<file path="src/rtl/tick_irq_pkg.sv">
// tick_irq_pkg: shared constants for the tick/interrupt controller.
//   Register word offsets (PADDR[4:2]), counter widths, source limit.
package tick_irq_pkg;
  localparam logic [2:0] OFS_PENDING = 3'd0;
  localparam logic [2:0] OFS_ENABLE  = 3'd1;
  localparam logic [2:0] OFS_TICKCNT = 3'd2;
  localparam logic [2:0] OFS_OVERRUN = 3'd3;
  localparam logic [2:0] OFS_STATUS  = 3'd4;
  localparam logic [2:0] OFS_SWSET   = 3'd5;

  localparam int OVR_W    = 8;
  localparam int CNT_W    = 32;
  localparam int NSRC_MAX = 32;
endpackage

</file>
<file path="src/rtl/irq_edge_sync.sv">
// irq_edge_sync: two-flop synchronizer plus previous-value flop for one
// asynchronous level interrupt; emits a one-cycle rising-edge pulse.
//   clk, rst   : clock, async active-high reset (clears all three flops)
//   async_i    : raw level input, asynchronous to clk
//   edge_o     : high for exactly one cycle after a synchronized rise
module irq_edge_sync (
  input  logic clk,
  input  logic rst,
  input  logic async_i,
  output logic edge_o
);
  logic meta_q, sync_q, prev_q;
  logic meta_d, sync_d, prev_d;

  always_comb begin
    meta_d = async_i;
    sync_d = meta_q;
    prev_d = sync_q;
  end

  always_ff @(posedge clk or posedge rst) begin
    if (rst) begin
      meta_q <= 1'b0;
      sync_q <= 1'b0;
      prev_q <= 1'b0;
    end else begin
      meta_q <= meta_d;
      sync_q <= sync_d;
      prev_q <= prev_d;
    end
  end

  // A level held high yields one pulse; it must be seen low before re-arming.
  assign edge_o = sync_q & ~prev_q;
endmodule

</file>
<file path="src/rtl/tick_irq_ctrl.sv">
// tick_irq_ctrl: APB3 interrupt latch and tick accounting.
//   PCLK/PRESET          : clock, async active-high reset
//   PSEL..PWDATA, PRDATA : APB3 slave, zero wait state (PREADY=1, PSLVERR=0)
//   IRQ_IN[NSRC-1:0]     : async level interrupts, bit 0 = timer TIMINT
//   IRQ                  : registered OR of enabled pending bits
// NSRC must lie in 1..NSRC_MAX.
module tick_irq_ctrl
  import tick_irq_pkg::*;
#(
  parameter int NSRC = 4
) (
  input  logic            PCLK,
  input  logic            PRESET,
  input  logic            PSEL,
  input  logic            PENABLE,
  input  logic            PWRITE,
  input  logic [4:2]      PADDR,
  input  logic [31:0]     PWDATA,
  output logic [31:0]     PRDATA,
  output logic            PREADY,
  output logic            PSLVERR,
  input  logic [NSRC-1:0] IRQ_IN,
  output logic            IRQ
);
  logic [NSRC-1:0]  edge_w;
  logic [NSRC-1:0]  pending_q, pending_d, enable_q, enable_d;
  logic [NSRC-1:0]  w1c_mask, swset_mask;
  logic [CNT_W-1:0] tickcnt_q, tickcnt_d, tick_base;
  logic [OVR_W-1:0] overrun_q, overrun_d;
  logic             irq_q, irq_d;
  logic             wr, ovr_evt;

  for (genvar g = 0; g < NSRC; g++) begin : g_sync
    irq_edge_sync u_sync (
      .clk    (PCLK),
      .rst    (PRESET),
      .async_i(IRQ_IN[g]),
      .edge_o (edge_w[g])
    );
  end

  assign wr      = PSEL & PENABLE & PWRITE;
  assign PREADY  = 1'b1;
  assign PSLVERR = 1'b0;
  assign IRQ     = irq_q;

  always_comb begin
    w1c_mask   = (wr && PADDR == OFS_PENDING) ? PWDATA[NSRC-1:0] : '0;
    swset_mask = (wr && PADDR == OFS_SWSET)   ? PWDATA[NSRC-1:0] : '0;
    // Sets are ORed in after the clear so a coincident event is never lost.
    pending_d  = (pending_q & ~w1c_mask) | edge_w | swset_mask;
    enable_d   = (wr && PADDR == OFS_ENABLE) ? PWDATA[NSRC-1:0] : enable_q;

    // A load and a tick in the same cycle both take effect.
    tick_base  = (wr && PADDR == OFS_TICKCNT) ? PWDATA : tickcnt_q;
    tickcnt_d  = tick_base + CNT_W'(edge_w[0]);

    // Lost tick: previous tick still pending and not being acknowledged now.
    ovr_evt    = edge_w[0] & pending_q[0] & ~w1c_mask[0];
    overrun_d  = overrun_q;
    if (wr && PADDR == OFS_OVERRUN)
      overrun_d = '0;
    else if (ovr_evt && overrun_q != '1)
      overrun_d = overrun_q + OVR_W'(1);

    // Uses next-state values so IRQ tracks a register write on the same edge.
    irq_d      = |(pending_d & enable_d);
  end

  always_ff @(posedge PCLK or posedge PRESET) begin
    if (PRESET) begin
      pending_q <= '0;
      enable_q  <= '0;
      tickcnt_q <= '0;
      overrun_q <= '0;
      irq_q     <= 1'b0;
    end else begin
      pending_q <= pending_d;
      enable_q  <= enable_d;
      tickcnt_q <= tickcnt_d;
      overrun_q <= overrun_d;
      irq_q     <= irq_d;
    end
  end

  always_comb begin
    PRDATA = '0;
    if (PSEL && !PWRITE) begin
      case (PADDR)
        OFS_PENDING: PRDATA = 32'(pending_q);
        OFS_ENABLE:  PRDATA = 32'(enable_q);
        OFS_TICKCNT: PRDATA = tickcnt_q;
        OFS_OVERRUN: PRDATA = 32'(overrun_q);
        OFS_STATUS:  PRDATA = 32'(pending_q & enable_q);
        default:     PRDATA = '0;
      endcase
    end
  end
endmodule
</file>
<file path="config.mk">
export PLATFORM = sky130hd
export DESIGN_NAME = tick_irq_ctrl
export DESIGN_NICKNAME = d
export VERILOG_FILES = /design/src/rtl/tick_irq_pkg.sv /design/src/rtl/irq_edge_sync.sv /design/src/rtl/tick_irq_ctrl.sv
export SDC_FILE = /design/constraint.sdc
export NUM_CORES = 1
export LEC_CHECK = 0
export BUFFER_PORTS_ARGS = -buffer_cell sky130_fd_sc_hd__buf_4
export CAP_MARGIN = 20
export CORE_UTILIZATION = 30
export DETAILED_ROUTE_END_ITERATION = 10
export GPL_TIMING_DRIVEN = 0
export PLACE_DENSITY = 0.53
export SLEW_MARGIN = 20
export SYNTH_ARGS = -nofsm -noshare
export SYNTH_HDL_FRONTEND = slang
export SYNTH_SLANG_ARGS = --single-unit
</file>
<file path="constraint.sdc">
create_clock -name PCLK -period 3 [get_ports PCLK]
set_clock_uncertainty 0.15 [all_clocks]
set_input_delay 0.15 -clock PCLK [delete_from_list [all_inputs] [get_ports PCLK]]
set_output_delay 0.15 -clock PCLK [all_outputs]
set_load 0.02 [all_outputs]
</file>
# Word level (Yosys, flattened, before mapping)
# Cells that the tools add are included.
# op_classes
muxes,8
reduce_logical,11
eq_ne,6
n_addsub,2
bitwise,19
# op_table
operator,count
one-hot mux 32 bit (5 select lines),1
two-way mux 32 bit,2
adder 32 x 1 -> 32 bit,1
two-way mux 8 bit,2
bitwise AND 4 bit,3
two-way mux 4 bit,3
"adder 8 x 1 -> 8 bit, second input constant",1
bitwise AND 1 bit,8
"!= test 8 bit, second input constant",1
bitwise OR 4 bit,2
logical AND 1 bit,7
"equality test 3 x 2 -> 1 bit, second input constant",2
"equality test 3 bit, second input constant",2
NOT 1 bit,5
NOT 4 bit,1
OR reduction 4 bit,1
"equality test 3 x 1 -> 1 bit, second input constant",1
logical NOT 3 bit,1
nonzero test 2 bit,1
logical NOT 1 bit,1
# word_totals
out_inout_bits,35
elab_cells,63
in_bits,44
regBits,61

# Longest topological paths before layout
# depth
word_depth,10
ltp_mapped,16
ltp_nobuf,12

# By module
# Synthesis repeated with hierarchy kept, for this count alone.
# unflattened
cells_unflattened,417
hier_area_um2,3953.8
# modules_own_cells
module,area_per_inst_um2,instances,cells_per_inst,seq_area_each_um2
tick_irq_ctrl,3583.4,1,397,1226.2
irq_edge_sync,92.6,4,5,75.1

# Worst setup path before layout
# Ideal clock, no wire load.
# synth_path
path_type,input -> register
start,in PADDR[2] (netlist name)
end,reg tickcnt_q[20]
path_buffers,5
path_stages,16
slack_ns,-0.177
t_required_ns,2.724
setup_ns,0.126
arrival_time_ns,2.901
path_cell_list,buf_2 -> nand2b_1 -> nor2_1 -> buf_2 -> buf_4 -> buf_2 -> nand2_1 -> nand2_1 -> ha_1 -> buf_2 -> and3_1 -> nor3b_1 -> a32oi_1 -> nor3b_2 -> xnor2_1 -> a21oi_1
# synth_between
elab_chain_cells,4
# synth_rtl
item,line,rtl
start: declaration,tick_irq_ctrl.sv:17,"input logic [4:2] PADDR,"
equality test 3 x 2 -> 1 bit,tick_irq_ctrl.sv:55,tick_base = (wr && PADDR == OFS_TICKCNT) ? PWDATA : tickcnt_q;
logical AND 1 bit,tick_irq_ctrl.sv:55,
two-way mux 32 bit,tick_irq_ctrl.sv:55,
adder 32 x 1 -> 32 bit,tick_irq_ctrl.sv:56,tickcnt_d = tick_base + CNT_W'(edge_w[0]);
named net tickcnt_d[20],tick_irq_ctrl.sv:28,"logic [CNT_W-1:0] tickcnt_q, tickcnt_d, tick_base;"
end signal: assignment,tick_irq_ctrl.sv:80,tickcnt_q <= tickcnt_d;
end: declaration,tick_irq_ctrl.sv:28,
# The timed path passes the listed nets, and every way through them passes these cells.
# A chain may end at the register's enable or synchronous reset.

# Worst setup path after layout
# Ends and elaborated chain as after synthesis.

==> summary.txt <==
slowest CP cell -> nor3b_4
sequential area share after synthesis -> 38.30%
Placed Cells incl. Taps -> 693
CP Launch Type -> input port
fin cells -> 736
total grt overflow -> 0
# clock sinks -> 61
P per Cell Area -> 523.1 nW/um^2
metal2 WL -> 5.554 mm
VDD IR-drop max -> 0.4523 mV
full die area -> 13,750 sq um
initial antenna violation count -> 0
Yosys Warn Count -> 0
# DRC -> 0
final RePlAce weighted congestion -> 0.8795
RR Startpoint -> g_sync[0].u_sync.prev_q
crit-path max cell delay -> 0.28 ns
Critical Path AT -> 2.90 ns
CP top delay family -> simple AND/OR/NAND/NOR gates
RSZ-0062 raised after global routing -> false
routed vias -> 3,719
synth unique cells -> 50
row count -> 41
Synth Register Bits -> 61
Initial Util -> 31.20%
slack of the worst reg-to-reg path -> 0.34 ns
crit end category -> register
max-cap viol count -> 0
antenna violation net count after detailed routing -> 0
input/output buffers -> 76
CTS Buf Count -> 9
fin nets -> 606
crit share post-route -> 94.27%
met3 WL post-DR -> 534 microns
switching power total -> 0.9040 mW
DR pass1 iterations -> 5
Final Hold Fails -> 0
FFs w/ async S/R, synth -> 100.0%
Slew @ Worst Pin -> 0.9623 ns
syn_area_per_cell -> 8.975 sq um
Mapped Area -> 3985 sq um
net count after synthesis -> 491
first-pass GRT wire length -> 18.64 mm
cell-internal power -> 1.949 mW
Hold EP -> tickcnt_q[26]
average wire per standard cell -> 15.88 microns
drt initial violations -> 184
Root Driver -> clkbuf_16
Die X -> 117.3 microns
drt via density -> 5.053
most frequent cells in the layout -> buf_4 (87), dfrtp_1 (61), nand2_1 (49)
status -> finished, final reports clean
Post-synth EDFFs -> 0
FF-to-FF End -> tickcnt_q[20]
Area growth syn-to-layout -> 36.83%
Synth Instances -> 444
Pwr Total -> 2.853 mW
io pins -> 79
Clock Latency Late Sink -> 0.34 ns
Core ar. -> 12,770 sq um
Top Layer Used -> met4
Hold WC Path Type -> input port to register
worst-path fanout max -> 10
clock-pin slew on the worst setup and hold paths -> 0.06 ns
# diodes -> 0
Slew HR -> 35.36%
clock tree buffer depth -> 2
vias in the first global route -> 3,653
hpwl dp -> 8.938 mm
Clock Power Share -> 36.4%
FMAX -> 353.6 MHz
leak pwr -> 2.367 nW
most frequent CP cell -> nand2_1
Worst EP required -> 3.07 ns
Reg2Reg Depth -> 11
Worst Min Path Start -> PWDATA[26]
part of the power in combinational logic -> 22.3%
CP Cell Sequence -> buf_4 > buf_2 > nand2b_4 > nor2_4 > buf_8 > buf_12 > buf_6 > nand2_1 > nand2_1 > ha_1 > clkbuf_4 > and3_1 > nor3b_4 > a32oi_2 > nor3b_2 > xnor2_1 > a21oi_1
kind of critical path -> input port to register
final setup fails -> 0
clock tree from TritonCTS -> yes
Hold WS -> 0.004763 ns
CP bufs+invs -> 6
largest net degree at the start of global routing -> 42
H-Tree Depth -> 3
M1 WL -> 5.427 mm
final slew viol count -> 0
Global Route Usage Sum -> 18.14%
switching power share of the total -> 31.69%
Seq pwr share -> 41.4%
Hold Crit Depth -> 3
Primary FF master, synth -> dfrtp_1
Total Wirelength -> 11.69 mm
share of layout cells above drive strength 1 -> 24.82%
most common cell after layout, fill and taps aside -> buf_4
Min Clock Period, post-route -> 2.828 ns
DIE HEIGHT -> 117.3 microns
-- repair_timing --
item                                   4_1_cts  5_1_grt
hold buffers                                19        0
setup endpoints to repair                   16        7
pin swaps                                    1        4
endpoints found under the hold margin       83        0
gates resized for setup                     16       10
setup buffers                                2        6
-- routing by layer --
metal  global-route usage (%)  vias up
li1                         -     1802
met2                    29.76      104
met5                        0        -
met3                    3.141       16
met4                    6.076        0
met1                    24.15     1797
-- registers in the layout (all words and copies together), names as in the netlist --
name / cells
overrun_q: 8
g_sync.u_sync.prev_q: 4
tickcnt_q: 32
pending_q: 4
IRQ: 1
g_sync.u_sync.prev_d: 4
enable_q: 4
g_sync.u_sync.meta_q: 4
-- per-stage QoR --
| step | cell area (sq um) | worst slack, ns | utilization [%] | TNS, ns |
|---|---|---|---|---|
| after detailed placement | 4801 | -0.9428 | 37.58 | -11.43 |
| after global routing | 5453 | 0.01649 | 42.69 | 0 |
| after global placement | 4778 | -0.9611 | 37.41 | -11.63 |
| after CTS | 5366 | 0.01999 | 42.01 | 0 |
| after floorplan | 3993 | 0.02966 | - | 0 |
| final | 5453 | 0.1720 | 42.69 | 0 |
-- Yosys cell counts, types with 2 or more instances --
cell / instances / area share, %
inv_1: 9 / 0.85
a32o_1: 2 / 0.50
buf_2: 5 / 0.63
xnor2_1: 23 / 5.1
nand3_1: 24 / 3.0
nand2b_1: 4 / 0.63
o21ai_0: 18 / 2.3
nor3_1: 10 / 1.3
nor2b_1: 9 / 1.4
nor4_1: 7 / 1.1
buf_1: 3 / 0.28
a221o_1: 4 / 1.0
nor2_1: 38 / 3.6
ha_1: 3 / 0.94
o21ai_1: 4 / 0.50
a32oi_1: 2 / 0.44
mux2_2: 8 / 2.3
a21oi_1: 14 / 1.8
a21boi_1: 2 / 0.38
conb_1: 2 / 0.19
nand4_1: 17 / 2.7
or3_1: 2 / 0.31
nand2_1: 49 / 4.6
and2_1: 25 / 3.9
xor2_1: 25 / 5.5
mux2i_1: 27 / 6.8
clkbuf_1: 3 / 0.28
and3_1: 20 / 3.1
buf_4: 4 / 0.75
dfrtp_1: 61 / 38
-- logic make-up after synthesis --
group / after synthesis / share of synthesized area, %
AOI/OAI and AO/OA: 58 / 10.27
xor gates and xnor gates: 48 / 10.55
DFF: 61 / 38.30
muxes: 35 / 9.042
buffers and inverters: 24 / 2.794
other: 2 / 0.1885
and+or+nand+nor: 213 / 27.91
adders and majority gates: 3 / 0.9420
-- power groups by stage --
| stage | combinational (mW) | clock (mW) | sequential [mW] |
|---|---|---|---|
| after floorplan | 0.414 | 0 | 1.13 |
| after CTS | 0.624 | 1.07 | 1.18 |
| after global placement | 0.574 | 0 | 1.19 |
| after detailed placement | 0.594 | 0 | 1.19 |
| final | 0.635 | 1.04 | 1.18 |
| after global routing | 0.710 | 1.10 | 1.21 |
-- layout make-up --
type                            count  area, sq um
Multi-Input combinational cell    359         2417
Buffer                             15        116.4
Tap cell                          172        215.2
Clock inverter                      7        75.07
Fill cell                        1271         7321
Sequential cell                    61         1526
Clock buffer                        9        225.2
Inverter                            9        36.28
Timing Repair Buffer              104        840.8
-- worst register-to-register path, delay by kind of cell, from the launching register on --
family | cells | cell delay (ns)
DFF | 1 | 0.35
buffers and inverters | 2 | 0.30
xor gates and xnor gates | 1 | 0.15
and+or+nand+nor | 4 | 0.92
AOI/OAI and AO/OA | 2 | 0.30
adders and majority gates | 2 | 0.37
-- how the worst max path moves through the flow --
stage | to | from | depth (start not counted) | slack (ns)
after floorplan | tickcnt_q[20] | PADDR[2] | 16 | 0.03
after global routing | tickcnt_q[20] | PADDR[4] | 14 | 0.02
after CTS | tickcnt_q[20] | PADDR[4] | 14 | 0.02
final | tickcnt_q[20] | PADDR[2] | 17 | 0.17
after global placement | tickcnt_q[20] | PADDR[2] | 17 | -0.96
after detailed placement | tickcnt_q[20] | PADDR[2] | 17 | -0.94
No activity file was read; power rests on OpenSTA's default activity.
